**config.mk**
```make
export PLATFORM = sky130hd
export DESIGN_NAME = sha256d_header_sequencer
export DESIGN_NICKNAME = d
export VERILOG_FILES = /design/src/rtl/sha256d_header_sequencer.sv
export SDC_FILE = /design/constraint.sdc
export NUM_CORES = 2
export LEC_CHECK = 0
export CORE_AREA = 2 2 746 748
export DETAILED_ROUTE_END_ITERATION = 6
export DIE_AREA = 0 0 748 750
export GPL_TIMING_DRIVEN = 0
export SLEW_MARGIN = 25
export SYNTH_ARGS = -nofsm -noshare
export SYNTH_HDL_FRONTEND = slang
export SYNTH_SLANG_ARGS = --single-unit
```
**constraint.sdc**
```tcl
create_clock -name clk -period 2.7 [get_ports clk]
set_clock_uncertainty 0.2 [all_clocks]
set_input_delay 0.54 -clock clk [delete_from_list [all_inputs] [get_ports clk]]
set_output_delay 0.54 -clock clk [all_outputs]
set_load 0.01 [all_outputs]
```
**src/rtl/sha256d_header_sequencer.sv**
```systemverilog
// sha256d_header_sequencer
//
// Computes SHA-256d (double SHA-256) of an 80-byte Bitcoin block header by
// driving a single sha256_core through three compression passes:
//   pass 1: B1 = first 64 message bytes, standard IV      -> H1 (midstate)
//   pass 2: B2 = last 16 message bytes + padding, IV = H1 -> H2
//   pass 3: B3 = H2 + padding, standard IV                -> H3 (digest)
// The message is {header, nonce}, taken as raw big-endian bytes. The nonce
// is not byte-swapped.
//
// Optional build macro MIDSTATE_CACHE_EN keeps H1 between runs. A start with
// reuse_mid=1 then skips pass 1 when a midstate is cached. The caller must
// keep header bytes 0..63 unchanged for that run.
//
// Parameter
//   WDOG_CYCLES  maximum cycles spent waiting on the core per pass before the
//                run is abandoned with error=1 (0 disables the watchdog)
//
// Ports
//   clk, rst     clock and synchronous active-high reset
//   start        1-cycle request, accepted only when idle
//   header       header bytes 0..75 (byte 0 = header[607:600])
//   nonce        header bytes 76..79 (byte 76 = nonce[31:24])
//   reuse_mid    skip pass 1 using the cached midstate (cache build only)
//   core_start   1-cycle start pulse to sha256_core
//   core_block   512-bit block for the current pass
//   core_use_iv  1 = core starts from core_iv, 0 = standard SHA-256 IV
//   core_iv      chaining value for pass 2 (H1)
//   core_done    core completion strobe
//   core_hash    core result
//   busy         run in progress (from the cycle after accept up to done)
//   done         1-cycle pulse, digest valid in the same cycle
//   digest       SHA-256d result, big-endian, not byte-reversed
//   error        sticky watchdog flag, cleared by the next accepted start
module sha256d_header_sequencer #(
  parameter int WDOG_CYCLES = 1024
) (
  input  logic         clk,
  input  logic         rst,
  input  logic         start,
  input  logic [607:0] header,
  input  logic [31:0]  nonce,
  input  logic         reuse_mid,
  output logic         core_start,
  output logic [511:0] core_block,
  output logic         core_use_iv,
  output logic [255:0] core_iv,
  input  logic         core_done,
  input  logic [255:0] core_hash,
  output logic         busy,
  output logic         done,
  output logic [255:0] digest,
  output logic         error
);

  typedef enum logic [2:0] {IDLE, S1, W1, S2, W2, S3, W3, FIN} state_t;

  localparam int WDW = (WDOG_CYCLES > 1) ? $clog2(WDOG_CYCLES) : 1;

  state_t         state_reg, state_next;
  logic [607:0]   hdr_reg;
  logic [31:0]    nonce_reg;
  logic [255:0]   mid_reg;
  logic [255:0]   h2_reg;
  logic [255:0]   digest_reg;
  logic           error_reg;
  logic           armed_reg;
  logic [WDW-1:0] wdog_cnt_reg;

  logic           is_wait;
  logic           capture;
  logic           wdog_hit;
  logic           timeout;
  logic           accept;
  logic           use_mid;
  logic [511:0]   blk1, blk2, blk3;

`ifdef MIDSTATE_CACHE_EN
  logic mid_valid_reg;
  assign use_mid = reuse_mid & mid_valid_reg;
`else
  logic unused_reuse_mid;
  assign unused_reuse_mid = reuse_mid;
  assign use_mid          = 1'b0;
`endif

  assign blk1 = hdr_reg[607:96];
  assign blk2 = {hdr_reg[95:0], nonce_reg, 8'h80, 312'd0, 64'd640};
  assign blk3 = {h2_reg, 8'h80, 184'd0, 64'd256};

  assign is_wait = (state_reg == W1) || (state_reg == W2) || (state_reg == W3);
  // armed_reg is low in the first wait cycle, so a done strobe left over
  // from the previous pass cannot be taken as this pass's result.
  assign capture = is_wait && armed_reg && core_done;
  assign accept  = (state_reg == IDLE) && start;

  generate
    if (WDOG_CYCLES != 0) begin : g_wdog
      assign wdog_hit = (wdog_cnt_reg == WDW'(WDOG_CYCLES - 1));
    end else begin : g_no_wdog
      assign wdog_hit = 1'b0;
    end
  endgenerate

  // A result arriving in the last allowed cycle still wins over the timeout.
  assign timeout = is_wait && !capture && wdog_hit;

  assign digest = digest_reg;
  assign error  = error_reg;

  always_comb begin
    state_next  = state_reg;
    core_start  = 1'b0;
    core_block  = '0;
    core_use_iv = 1'b0;
    core_iv     = '0;
    busy        = 1'b1;
    done        = 1'b0;
    case (state_reg)
      IDLE: begin
        busy = 1'b0;
        if (start) state_next = use_mid ? S2 : S1;
      end
      S1: begin
        core_start = 1'b1;
        core_block = blk1;
        state_next = W1;
      end
      W1: begin
        core_block = blk1;
        if (capture)      state_next = S2;
        else if (timeout) state_next = IDLE;
      end
      S2: begin
        core_start  = 1'b1;
        core_block  = blk2;
        core_use_iv = 1'b1;
        core_iv     = mid_reg;
        state_next  = W2;
      end
      W2: begin
        core_block  = blk2;
        core_use_iv = 1'b1;
        core_iv     = mid_reg;
        if (capture)      state_next = S3;
        else if (timeout) state_next = IDLE;
      end
      S3: begin
        core_start = 1'b1;
        core_block = blk3;
        state_next = W3;
      end
      W3: begin
        core_block = blk3;
        if (capture)      state_next = FIN;
        else if (timeout) state_next = IDLE;
      end
      FIN: begin
        busy       = 1'b0;
        done       = 1'b1;
        state_next = IDLE;
      end
      default: begin
        busy       = 1'b0;
        state_next = IDLE;
      end
    endcase
  end

  always_ff @(posedge clk) begin
    if (rst) begin
      state_reg    <= IDLE;
      hdr_reg      <= '0;
      nonce_reg    <= '0;
      mid_reg      <= '0;
      h2_reg       <= '0;
      digest_reg   <= '0;
      error_reg    <= 1'b0;
      armed_reg    <= 1'b0;
      wdog_cnt_reg <= '0;
`ifdef MIDSTATE_CACHE_EN
      mid_valid_reg <= 1'b0;
`endif
    end else begin
      state_reg    <= state_next;
      armed_reg    <= is_wait;
      wdog_cnt_reg <= is_wait ? wdog_cnt_reg + 1'b1 : '0;
      if (accept) begin
        hdr_reg   <= header;
        nonce_reg <= nonce;
        error_reg <= 1'b0;
      end
      if (timeout) error_reg <= 1'b1;
      if (capture) begin
        case (state_reg)
          W1: begin
            mid_reg <= core_hash;
`ifdef MIDSTATE_CACHE_EN
            mid_valid_reg <= 1'b1;
`endif
          end
          W2:      h2_reg     <= core_hash;
          W3:      digest_reg <= core_hash;
          default: ;
        endcase
      end
    end
  end

endmodule

```
==> metrics list <==
* Area delta synth->final: 76.4%
* Fraction of registers with async set/reset: 0
- Reg-to-reg startpoint: state_reg[2]
- For this design the top-level I/O count stands at about 1.9k.
* Number of nets in the synthesized netlist: 8,413
* Number of cell instances on the worst register-to-register path: 9
- Row cnt: approximately 270
* Kind of start point of the critical path: flip-flop
* Final Net Count: around 11k
- Overall routed net length: ~600,000 µm
- After technology mapping, the gate count stands at 7,511.
- Global-route wire length before repair: between 700,000 and 800,000 µm
- The clock tree synthesis step divided the H-tree into 4 levels.
* DR WL/cell: 33.3 µm
- In the routed design, unresolved DRC markers number 1.
* Peak supply drop: between 0.5 and 0.6 mV
* Post-layout minimum cycle time: between 4 and 5 ns
- Startpoint of the tightest hold check path: header[543]
- Final hold analysis gives a worst-case slack of approximately 0.084 ns.
- Final Worst Setup Slack: -1.35 ns
- At the worst endpoint, the required time is between 1.5 and 2 ns.
- Areal power density over the cells: a little under 600 mW/mm²
* Vias per Instance: ~4.1
* Largest buffer count on any clock path: 4
- Clock tree synthesis selected as its root buffer the cell clkbuf_16.
- Post-route fraction of the period consumed by the critical path: 1.50
- The final reports fail on design-rule violations, negative setup slack.
- Setup-failing EPs final: 2,055
- Initial antenna violation count: 334
- Largest fanout of any net on the critical path: 7
* Buffers on Ports: ~1.9k
* Pin count of the biggest net entering global routing: 16
- Hold crit path type: primary input to flip-flop
- The tool flagged a number of max-cap violations equal to 0.
- TritonCTS sink count: about 1.4k
- Of the total power, combinational logic draws 0.189.
* Cell area after synthesis: around 0.06 mm²
* Top cells by instance count after synthesis: dfxtp_1 (1,423), a21oi_1 (1,414), nand2_1 (1,286), o21ai_0 (772), nand3_1 (771)
- Residual overflow from global routing: 0
* Leading cell type by number of instances after synthesis: dfxtp_1
- The via count of the first global-routing pass came to between 60k and 70k.
- The synthesized design spends more area on one cell type than any other, namely dfxtp_1.
- Insertion delay of the later-clocked pin in the worst-skew pair: roughly 0.91 ns
* Number of flops mapped to enable cells by yosys: 0
* Fin. Hold Viols: 0
* Effective utilization at floorplan: 0.107
- RSZ-0062 raised after global routing: true
* Cell variety after synth: between 40 and 50
- The register with the most flip-flops in the layout has slightly above 600 of them.
- FILL cells: 62.2k
* Relative slew margins: 0.222
- Routed via count: ~73k
- Worst-margin pin slew: approximately 1.2 ns
* Number of instances on the worst hold path: 3
* Relative contribution of the clock network to total power: 0.443
- TritonCTS created approximately 190 clock buffers.
- Worst slack at placement: -3.52 ns
- After the first detailed-routing iteration, the DRC count stood at 8,343.
* Vertical extent of the die: between 700 and 800 µm
- TritonCTS built the clock tree.
- Top flip-flop cell by instance count after synthesis: dfxtp_1
- In this run the power spent charging and discharging nets is approximately 0.02 W.
- Count of antenna-violating nets left after detailed routing: 0
- For this run, the total global-route usage over all layers was measured as 0.202.
- For hold timing, the worst endpoint is hdr_reg[543].
* Worst setup slack for register-to-register paths: -0.86 ns
* Number of iterations in the first detailed-routing pass: 7
- Horiz. Die Dim: approximately 750 µm
- Setup crit end kind: primary output
- The share of the Yosys chip area taken by registers is 0.482.
- Placer congestion estimate: slightly below 1
- Detailed placer's ending HPWL: approximately 510,000 µm
- Arrival time at the worst endpoint: roughly 3.3 ns
* Final max-slew violation count: 0
* Area of the placeable core: roughly 0.55 mm²
* Maximum frequency from static timing analysis: 247 MHz
- Sorting the synthesized cells by area gives the leading types as dfxtp_1 (48%), a21oi_1 (12%), nand2_1 (8.2%), o21ai_0 (6.5%), nand3_1 (6.5%).
* Internal power consumption: 0.0418 W
* Total Die Area: roughly 0.56 mm²
- Switching share of power: 0.319
- After synthesis the netlist holds a flip-flop and latch count of approximately 1.4k.
- Fraction of post-synthesis cell area in the top cell type by area: 0.482
- Status: finished with violations
- Worst r2r dst: digest[135]
- Critical Setup Path Class: flip-flop to primary output
* Post-Synthesis Mean Instance Area: about 8 µm²
- Yosys printed 0 warnings.
- Clk slew on worst S/H paths: 0.06 ns
- For this design the static power due to leakage is between 30 and 40 nW.
- Share of post-route cells with drive strength above 1: 0.134
* Register share of total power: 0.369
## cells by family (layout without fill, tap and decap cells)
| logic type | after synthesis | count (layout) | share of synthesized area |
|---|---|---|---|
| and+or+nand+nor | 2725 | 2725 | 0.212 |
| xor gates and xnor gates | 4 | 4 | 0.000592 |
| adders and majority gates | 3 | 3 | 0.000550 |
| AOI/OAI and AO/OA | 2325 | 2325 | 0.206 |
| buffers and inverters | 776 | 3698 | 0.0564 |
| muxes | 255 | 255 | 0.0432 |
| DFF | 1423 | 1423 | 0.482 |
| other | 0 | 170 | 0 |
## cells in the final DEF (no fill, tap or decap), types with 81 or more instances in the layout
master	Yosys	final
a21oi_1	1414	1414
and2_1	509	420
buf_2	228	281
buf_4	5	113
buf_6	16	116
clkbuf_1	502	438
clkbuf_16	0	202
clkbuf_2	0	102
clkdlybuf4s50_1	0	1350
dfxtp_1	1423	1420
diode_2	0	170
dlygate4sd2_1	0	208
dlygate4sd3_1	0	498
mux2i_1	255	179
nand2_1	1286	1286
nand3_1	771	771
nor2_1	138	94
o21ai_0	772	772
o2bb2ai_1	128	81
## worst max-delay path: stages, from the launching register on
cell	delay [ns]
dfxtp_2	0.33
buf_8	0.13
buf_16	0.17
buf_16	0.22
buf_12	0.15
buf_16	0.16
buf_12	0.17
buf_16	0.17
mux2i_4	0.48
nor2_1	0.09
buf_2	0.17
## stage by stage
stage / total power [W] / cells / instance area, µm² / utilization / TNS [ns]
final: 0.0613 / 17900 / 104000 / 0.188 / -1260.40
after global routing: 0.0629 / 17800 / 104000 / 0.188 / -1558.93
after CTS: 0.0616 / 17700 / 103000 / 0.187 / -1632.42
after detailed placement: 0.0326 / 16800 / 88700 / 0.160 / -2759.11
after global placement: 0.0323 / 16800 / 87600 / 0.158 / -6047.64
after floorplan: 0.0257 / 7511 / 59200 / - / 0
## area by class of cell
cell class	instances	area, µm²	area share
Buffer	766	4610	0.0442
Clock buffer	249	5250	0.0503
Clock inverter	89	1230	0.0118
Antenna cell	170	425	0.00408
Multi-Input combinational cell	5312	29100	0.279
Sequential cell	1423	28500	0.273
Inverter	6	22.5	0.000216
Timing Repair Buffer	2588	26000	0.249
Tap cell	7314	9150	0.0877
## how the worst max path moves through the flow
stage                 start              end  slack, ns
2_1_floorplan  state_reg[2]  core_block[394]       0.30
3_3_place_gp   state_reg[0]  core_block[372]      -6.22
3_5_place_dp   state_reg[2]  core_block[358]      -3.52
4_1_cts        state_reg[2]  core_block[185]      -1.51
5_1_grt        state_reg[2]  core_block[436]      -1.41
6_report       state_reg[2]  core_block[368]      -1.35
## power by group through the flow
stage	combinational (W)	clock (W)	sequential, W
after detailed placement	0.00967	0	0.0230
after global placement	0.00938	0	0.0230
after global routing	0.0120	0.0283	0.0226
final	0.0116	0.0272	0.0226
after floorplan	0.00321	0	0.0225
after CTS	0.0113	0.0277	0.0226
## metal layers
metal	routed length, µm	GRT usage
met2	245000	0.300
met5	1290	0
met4	34100	0.0891
met1	242000	0.251
met3	75000	0.0869
## repair_timing
action / CTS / global route
gates resized for setup: 1873 / 630
buffers inserted: 92 / 21
pin swaps: 26 / 11
hold buffers: 498 / 0
setup endpoints to repair: 2204 / 2183
hold endpoints to repair: 499 / 0
gates cloned: 10 / 5
(Power assumes the default switching activity.)
